### src/rtl/vedic_pkg.sv
// Shared widths and FSM state type for the sequential Vedic multiplier.
package vedic_pkg;

  localparam int unsigned HALF_W = 16;
  localparam int unsigned FULL_W = 2 * HALF_W;
  localparam int unsigned PROD_W = 2 * FULL_W;

  typedef enum logic [2:0] {
    ST_IDLE = 3'd0,
    ST_MUL0 = 3'd1,
    ST_MUL1 = 3'd2,
    ST_MUL2 = 3'd3,
    ST_MUL3 = 3'd4,
    ST_DONE = 3'd5
  } state_t;

endpackage

### src/rtl/vedic_16x16.sv
// Combinational 16x16 Urdhva-Tiryakbhyam multiplier built recursively
// from 2x2 cells: each level forms four half products and recombines them.
module vedic_16x16
  import vedic_pkg::*;
(
  input  logic [HALF_W-1:0]   i_x,
  input  logic [HALF_W-1:0]   i_y,
  output logic [2*HALF_W-1:0] o_p
);

  function automatic logic [3:0] vm2(input logic [1:0] x, input logic [1:0] y);
    logic q0, q1, q2, q3, s1, c1, s2, c2;
    q0 = x[0] & y[0];
    q1 = x[1] & y[0];
    q2 = x[0] & y[1];
    q3 = x[1] & y[1];
    s1 = q1 ^ q2;
    c1 = q1 & q2;
    s2 = q3 ^ c1;
    c2 = q3 & c1;
    return {c2, s2, s1, q0};
  endfunction

  // {hh,ll} is exact because ll never reaches 2^(2k); cross terms go in at shift k.
  function automatic logic [7:0] vm4(input logic [3:0] x, input logic [3:0] y);
    logic [3:0] ll, lh, hl, hh;
    ll = vm2(x[1:0], y[1:0]);
    lh = vm2(x[1:0], y[3:2]);
    hl = vm2(x[3:2], y[1:0]);
    hh = vm2(x[3:2], y[3:2]);
    return {hh, ll} + {2'b0, lh, 2'b0} + {2'b0, hl, 2'b0};
  endfunction

  function automatic logic [15:0] vm8(input logic [7:0] x, input logic [7:0] y);
    logic [7:0] ll, lh, hl, hh;
    ll = vm4(x[3:0], y[3:0]);
    lh = vm4(x[3:0], y[7:4]);
    hl = vm4(x[7:4], y[3:0]);
    hh = vm4(x[7:4], y[7:4]);
    return {hh, ll} + {4'b0, lh, 4'b0} + {4'b0, hl, 4'b0};
  endfunction

  logic [15:0] w_ll, w_lh, w_hl, w_hh;

  always_comb begin
    w_ll = vm8(i_x[7:0],  i_y[7:0]);
    w_lh = vm8(i_x[7:0],  i_y[15:8]);
    w_hl = vm8(i_x[15:8], i_y[7:0]);
    w_hh = vm8(i_x[15:8], i_y[15:8]);
    o_p  = {w_hh, w_ll} + {8'b0, w_lh, 8'b0} + {8'b0, w_hl, 8'b0};
  end

endmodule

### src/rtl/vedic_mul_seq_ctrl.sv
// 32x32 unsigned multiplier that time-shares one 16x16 Vedic core over
// four cycles, with valid/ready handshakes on both sides and abort.
module vedic_mul_seq_ctrl
  import vedic_pkg::*;
#(
  parameter int unsigned HALF_W = 16
) (
  input  logic              clk,
  input  logic              rst_n,
  input  logic              in_valid,
  output logic              in_ready,
  input  logic [FULL_W-1:0] a,
  input  logic [FULL_W-1:0] b,
  input  logic              abort,
  output logic              out_valid,
  input  logic              out_ready,
  output logic [PROD_W-1:0] c,
  output logic              busy
);

  state_t              r_state;
  logic [FULL_W-1:0]   r_a;
  logic [FULL_W-1:0]   r_b;
  logic [PROD_W-1:0]   r_acc;

  logic [HALF_W-1:0]   w_ha;
  logic [HALF_W-1:0]   w_hb;
  logic [2*HALF_W-1:0] w_pp;
  logic [PROD_W-1:0]   w_pp_sh;
  state_t              w_mul_next;

  // Half-select muxes: MUL2/MUL3 use a's upper half, MUL1/MUL3 use b's upper half.
  always_comb begin
    w_ha = r_a[HALF_W-1:0];
    w_hb = r_b[HALF_W-1:0];
    if (r_state == ST_MUL2 || r_state == ST_MUL3) w_ha = r_a[FULL_W-1:HALF_W];
    if (r_state == ST_MUL1 || r_state == ST_MUL3) w_hb = r_b[FULL_W-1:HALF_W];
  end

  vedic_16x16 u_core (
    .i_x (w_ha),
    .i_y (w_hb),
    .o_p (w_pp)
  );

  always_comb begin
    w_pp_sh    = '0;
    w_mul_next = ST_IDLE;
    case (r_state)
      ST_MUL0: begin
        w_pp_sh    = PROD_W'(w_pp);
        w_mul_next = ST_MUL1;
      end
      ST_MUL1: begin
        w_pp_sh    = PROD_W'(w_pp) << HALF_W;
        w_mul_next = ST_MUL2;
      end
      ST_MUL2: begin
        w_pp_sh    = PROD_W'(w_pp) << HALF_W;
        w_mul_next = ST_MUL3;
      end
      ST_MUL3: begin
        w_pp_sh    = PROD_W'(w_pp) << FULL_W;
        w_mul_next = ST_DONE;
      end
      default: begin
        w_pp_sh    = '0;
        w_mul_next = ST_IDLE;
      end
    endcase
  end

  always_ff @(posedge clk or negedge rst_n) begin
    if (!rst_n) begin
      r_state <= ST_IDLE;
      r_a     <= '0;
      r_b     <= '0;
      r_acc   <= '0;
    end else begin
      case (r_state)
        ST_IDLE: begin
          // abort outranks in_valid so nothing is accepted in an abort cycle
          if (!abort && in_valid) begin
            r_a     <= a;
            r_b     <= b;
            r_acc   <= '0;
            r_state <= ST_MUL0;
          end
        end
        ST_MUL0, ST_MUL1, ST_MUL2, ST_MUL3: begin
          if (abort) begin
            r_acc   <= '0;
            r_state <= ST_IDLE;
          end else begin
            r_acc   <= r_acc + w_pp_sh;
            r_state <= w_mul_next;
          end
        end
        ST_DONE: begin
          if (abort || out_ready) r_state <= ST_IDLE;
        end
        default: r_state <= ST_IDLE;
      endcase
    end
  end

  // Outputs decode registered state only, keeping in_valid/out_ready off the path to c.
  always_comb begin
    in_ready  = (r_state == ST_IDLE);
    busy      = (r_state != ST_IDLE);
    out_valid = (r_state == ST_DONE);
    c         = (r_state == ST_DONE) ? r_acc : '0;
  end

endmodule

### config.mk
export PLATFORM = sky130hd
export DESIGN_NAME = vedic_mul_seq_ctrl
export DESIGN_NICKNAME = d
export VERILOG_FILES = /design/src/rtl/vedic_pkg.sv /design/src/rtl/vedic_16x16.sv /design/src/rtl/vedic_mul_seq_ctrl.sv
export SDC_FILE = /design/constraint.sdc
export NUM_CORES = 1
export LEC_CHECK = 0
export CAP_MARGIN = 0
export CORE_UTILIZATION = 35
export CTS_CLUSTER_DIAMETER = 120
export DETAILED_ROUTE_END_ITERATION = 12
export HOLD_SLACK_MARGIN = 0.05
export SYNTH_ARGS = -nofsm -noshare
export SYNTH_HDL_FRONTEND = slang
export SYNTH_SLANG_ARGS = --single-unit
### constraint.sdc
create_clock -name clk -period 9.75 [get_ports clk]
set_clock_uncertainty 0.2 [all_clocks]
set_input_delay 1.4625 -clock clk [delete_from_list [all_inputs] [get_ports clk]]
set_output_delay 1.4625 -clock clk [all_outputs]
set_load 0.05 [all_outputs]
Word level (Yosys, flattened, before mapping) --
Cells that the tools add are included.
Word-level totals: logic and storage cells 591, bits in registers 131, output and inout port bits 67
Cells by class: multiplexer cells 12, add/subtract/negate cells 43, bitwise operators 512, equality and inequality tests 7, reduce and logical (&&, ||, !) cells 13
Operators with widths (count):
- $and A1 B1 Y1 | 384
- $add A8 B6 Y8 | 32
- $mux W64 | 3
- $pmux W64 S3 | 1
- $add A16 B12 Y16 | 8
- $pmux W64 S2 | 1
- $xor A1 B1 Y1 | 128
- $add A32 B24 Y32 | 2
- $add A64 B64 Y64 | 1
- $mux W16 | 2
- $pmux W3 S4 | 1
- $mux W3 | 3
- $pmux W3 S3 | 1
- $eq A3 B2 Y1 const B | 2
- $eq A3 B3 Y1 const B | 2
- $reduce_and A2 Y1 | 3
- $ne A2 B1 Y1 const B | 2
- $reduce_or A4 Y1 | 1
- $eq A3 B1 Y1 const B | 1
- $logic_not A3 Y1 | 1
- $logic_or A1 B1 Y1 | 3
- $reduce_bool A3 Y1 | 1
- $reduce_bool A2 Y1 | 1
- $reduce_or A2 Y1 | 1
- other kinds (2) | 2

Logic depth before layout (Yosys ltp) --
depth in word-level cells 16, gate-level depth with buffers 53

By module --
A second synthesis with hierarchy kept.
Second synthesis, totals: cell total of the unflattened synthesis 2437, area, all modules 20867.5 µm²
By module, submodules not included:
- vedic_16x16 | area an instance 10906.7 µm², cells each 1331, instances 1, seq. area each 0.0 µm²
- vedic_mul_seq_ctrl | area an instance 9960.8 µm², cells each 1106, instances 1, seq. area each 3278.1 µm²

Least setup slack after synthesis --
Ideal clock, no wire load.
path kind register to register, start point register r_state[1], end point register r_acc[63], cell stages (with the launch flop) 48, setup slack -0.830 ns, library setup time 0.080 ns, data required time 9.470 ns, data arrival time 10.300 ns, path through dfrtp_1 nand2b_1 a21oi_1 buf_2 mux2i_1 clkbuf_1 nor2_1 ha_1 ha_1 inv_1 fa_1 inv_1 ha_1 a21o_1 a21oi_1 xnor2_1 fa_1 ha_1 [12 not listed] or3_1 o21ai_0 o211ai_1 nor3b_1 xnor2_1 o22ai_1 ha_1 clkbuf_1 nand2_1 o22ai_1 a311oi_1 nor2_1 a221oi_1 o21ai_2 a2111oi_2 o21ai_0 and2_4 o211ai_2
Between the ends: longest elaborated chain between the ends 16
RTL lines:
- start: declaration | line vedic_mul_seq_ctrl.sv:21 | state_t r_state;
- start signal: assignment | line vedic_mul_seq_ctrl.sv:96 | r_state <= w_mul_next;
- $eq A3 B2 Y1, or another cell as far along | line vedic_mul_seq_ctrl.sv:36, vedic_mul_seq_ctrl.sv:49, vedic_mul_seq_ctrl.sv:80
- $logic_or A1 B1 Y1 (on tied branches) | line vedic_mul_seq_ctrl.sv:36, vedic_mul_seq_ctrl.sv:37
- $mux W16 (on tied branches) | line vedic_mul_seq_ctrl.sv:36, vedic_mul_seq_ctrl.sv:37
- $and A1 B1 Y1 (on tied branches) | line vedic_16x16.sv:14, vedic_16x16.sv:15
- $and A1 B1 Y1 | line vedic_16x16.sv:18 | c1 = q1 & q2;
- $xor A1 B1 Y1 or $and A1 B1 Y1 (tied branches) | line vedic_16x16.sv:19, vedic_16x16.sv:20
- $add A8 B6 Y8 (2 in a row) | line vedic_16x16.sv:31 | return {hh, ll} + {2'b0, lh, 2'b0} + {2'b0, hl, 2'b0};
- $add A16 B12 Y16 (2 in a row) | line vedic_16x16.sv:40 | return {hh, ll} + {4'b0, lh, 4'b0} + {4'b0, hl, 4'b0};
- $add A32 B24 Y32 (2 in a row) | line vedic_16x16.sv:50 | o_p = {w_hh, w_ll} + {8'b0, w_lh, 8'b0} + {8'b0, w_hl, 8'b0};
- $pmux W64 S3 | line vedic_mul_seq_ctrl.sv:49 | case (r_state)
- $add A64 B64 Y64 | line vedic_mul_seq_ctrl.sv:95 | r_acc <= r_acc + w_pp_sh;
- $mux W64 | line vedic_mul_seq_ctrl.sv:91 | if (abort) begin
- $pmux W64 S2 | line vedic_mul_seq_ctrl.sv:80 | case (r_state)
- end signal: assignment | line vedic_mul_seq_ctrl.sv:95
- end: declaration | line vedic_mul_seq_ctrl.sv:24 | logic [PROD_W-1:0] r_acc;
Parallel ways exist; a longest one is shown, timed or not. A chain may end at the register's enable or synchronous reset.

Worst setup path in the final report --
start point register r_state[2], end point register r_acc[63]
The elaborated chain is that of the path after synthesis.

==> flow_metrics.env <==
export IMPL_fmax_mhz=100.3
export IMPL_core_area_mm2=0.05531
export IMPL_cts_root_buf="clkbuf_16"
export IMPL_rrSetupSlack_ns=-0.22
export IMPL_violations="negative setup slack"
export IMPL_timing_rr_end="r_acc[63]"
export IMPL_layout_drive_gt1_share=0.3151
export IMPL_setup_ws_ns=-0.2222
export IMPL_first_iter_violations=813
export IMPL_critPathSlowestCell="fa_1"
export IMPL_ant_nets=0
export IMPL_synth_ff_type="dfrtp_1"
export IMPL_fillers=5204
export IMPL_dp_cells=3477
export IMPL_clk_pin_slew_ns=0.06
export IMPL_utilization=0.5049
export IMPL_dieArea_mm2=0.05713
export IMPL_pin_count=136
export IMPL_fin_cells=3582
export IMPL_grt_setup_unrepaired="yes"
export IMPL_cts_inserted_buffers=17
export IMPL_synth_edff_count=0
export IMPL_maxSlewViolCount=0
export IMPL_die_h_um=239.0
export IMPL_syn_area_per_cell_um2=8.598
export IMPL_fin_crit_sh=1.023
export IMPL_grt_total_usage=0.2215
export IMPL_ys_types=73
export IMPL_clkLatencyLatePin_ns=0.47
export IMPL_grt_max_degree=68
export IMPL_syn_nets=2793
export IMPL_rows=86
export IMPL_min_to="r_b[21]"
export IMPL_arrival_ns=10.15
export IMPL_crit_family="adder cells"
export IMPL_fin_crit_ns=9.972
export IMPL_setup_viol_count_final=19
export IMPL_crit_buf_inv=8
export IMPL_synth_warnings=0
export IMPL_r2r_start="r_state[2]"
export IMPL_initial_utilization=0.3555
export IMPL_synth_async_sr_flop_share=1.000
export IMPL_routed_via_count=18410
export IMPL_multi_input_area_mm2=0.01697
export IMPL_worstPathMaxFanout=7
export IMPL_required_ns=9.93
export IMPL_via_per_inst=5.139
export IMPL_critical_path_most_common_cell="a21oi_2"
export IMPL_clock_sinks=131
export IMPL_synthCells=2287
export IMPL_clockBufferDepth=2
export IMPL_slew_headroom=0.2909
export IMPL_gr_total_overflow=0
export IMPL_worstRegToRegCells=47
export IMPL_wl_mm=63.11
export IMPL_cts_htree_levels=4
export IMPL_dp_hpwl_mm=51.64
export IMPL_synth_top_cells_by_area="ha_1 (19%), dfrtp_1 (17%), fa_1 (14%)"
export IMPL_post_dp_cell_area_mm2=0.02489
export IMPL_crit_type="reg2reg"
export IMPL_dr_pass1_iters=5
export IMPL_hp_class="reg2reg"
export IMPL_critPathLaunchType="flop"
export IMPL_cts_tree="done"
export IMPL_regArea_mm2=0.003281
export IMPL_outcome="finished, violations left"
export IMPL_wl_per_cell_um=17.62
export IMPL_tightestPinTransition_ns=1.064
export IMPL_yosys_area_top_type="ha_1"
export IMPL_port_buffers=135
export IMPL_layout_nets=3327
export IMPL_netlist_area_mm2=0.01966
export IMPL_drv_cap=0
export IMPL_slowest_delay_ns=0.51
export IMPL_whs_path_depth=1
export IMPL_area_growth_pct=42.02
export IMPL_cts_hold_fix_buffers=0
export IMPL_die_x_um=239.0
export IMPL_hold_viol=0
export IMPL_synthTopCellsByCount="ha_1 (303), nor2_1 (288), inv_1 (277)"
export IMPL_hold_path_startpoint="r_b[21]"
export IMPL_yosysSeqAreaShare=0.1667
export IMPL_crit_path_end_kind="flop"
export IMPL_antenna_found_initial=1
export IMPL_synth_top_area_frac=0.1928
export IMPL_gp_congestion=0.9575
export IMPL_synth_most_common_cell="ha_1"
export IMPL_grt_pass1_wl_mm=98.74
export IMPL_drc=0
export IMPL_grt_pass1_vias=19070
export IMPL_ys_seq_elements=131
export IMPL_diodes=0
export IMPL_design_area_mm2=0.02792
## layout by cell type, fill, tap and decap left out, types with 14 or more instances in the layout
cell type,instances
inv_1,256
mux2_2,72
inv_2,21
mux2i_1,17
nand2_1,117
and3_1,75
dfrtp_1,129
nor2_1,271
clkdlybuf4s50_1,134
a21oi_2,48
fa_1,126
a21oi_4,14
a21oi_1,76
a21o_1,80
o21ai_0,17
and2_1,14
o21ai_2,15
xnor2_1,78
nand4_1,16
a22o_1,67
buf_4,417
o21bai_1,30
buf_6,47
ha_2,14
ha_4,30
nand3_1,23
xnor2_2,26
ha_1,259
xor2_1,55
clkbuf_16,17
## cell families (layout without fill, tap and decap cells)
| family | Yosys count | after routing | synth area share |
|---|---|---|---|
| xor gates and xnor gates | 163 | 163 | 0.07261 |
| buffers and inverters | 366 | 913 | 0.07038 |
| DFF | 131 | 131 | 0.1667 |
| AOI/OAI and AO/OA | 463 | 463 | 0.1595 |
| muxes | 106 | 106 | 0.05854 |
| and+or+nand+nor | 621 | 621 | 0.1430 |
| adders and majority gates | 437 | 437 | 0.3292 |
## routing by layer
layer  up-vias  global-route usage  share of wire
li1       8887                   -              -
met1      8982              0.2669           0.42
met2       417              0.3939           0.50
met3       122             0.03176          0.042
met4         0             0.08819          0.036
met5         -                   0              0
## registers in the layout, indices dropped and copies added (netlist names)
signal	count
r_a	32
r_state	3
r_b	32
r_acc	64
## stage by stage
step	setup slack, ns	hold WS [ns]	setup TNS [ns]
2_1_floorplan	-0.04434	0.2787	-0.06558
3_3_place_gp	-0.6279	0.2879	-13.26
3_5_place_dp	-0.7795	0.2960	-18.45
4_1_cts	-0.2710	0.3092	-1.762
5_1_grt	-0.6386	0.3224	-16.01
6_report	-0.2222	0.3048	-2.079
## cell type report
type,instances,share of cell area
clock buffer,18,0.01537
clock inverter,14,0.005556
inverter,277,0.03723
multi-input combinational,1790,0.6076
sequential,131,0.1175
tap,748,0.03352
timing repair buffer,604,0.1832
## what timing repair did
action | 4_1_cts | 5_1_grt
pin swaps | 140 | 135
gates resized for setup | 175 | 217
setup endpoints to repair | 38 | 41
setup buffers | 41 | 35
## worst max-delay path by stage
stage,endpoint,cells past startpoint,start
6_report,r_acc[63],47,r_state[2]
5_1_grt,r_acc[63],47,r_state[1]
4_1_cts,r_acc[63],49,r_state[2]
3_5_place_dp,r_acc[57],45,r_state[2]
3_3_place_gp,r_acc[57],45,r_state[2]
2_1_floorplan,r_acc[63],46,r_state[2]
Power is left out: the tool's default activity adds up to more than one toggle a clock period on the data nets, which glitch-free logic cannot reach.
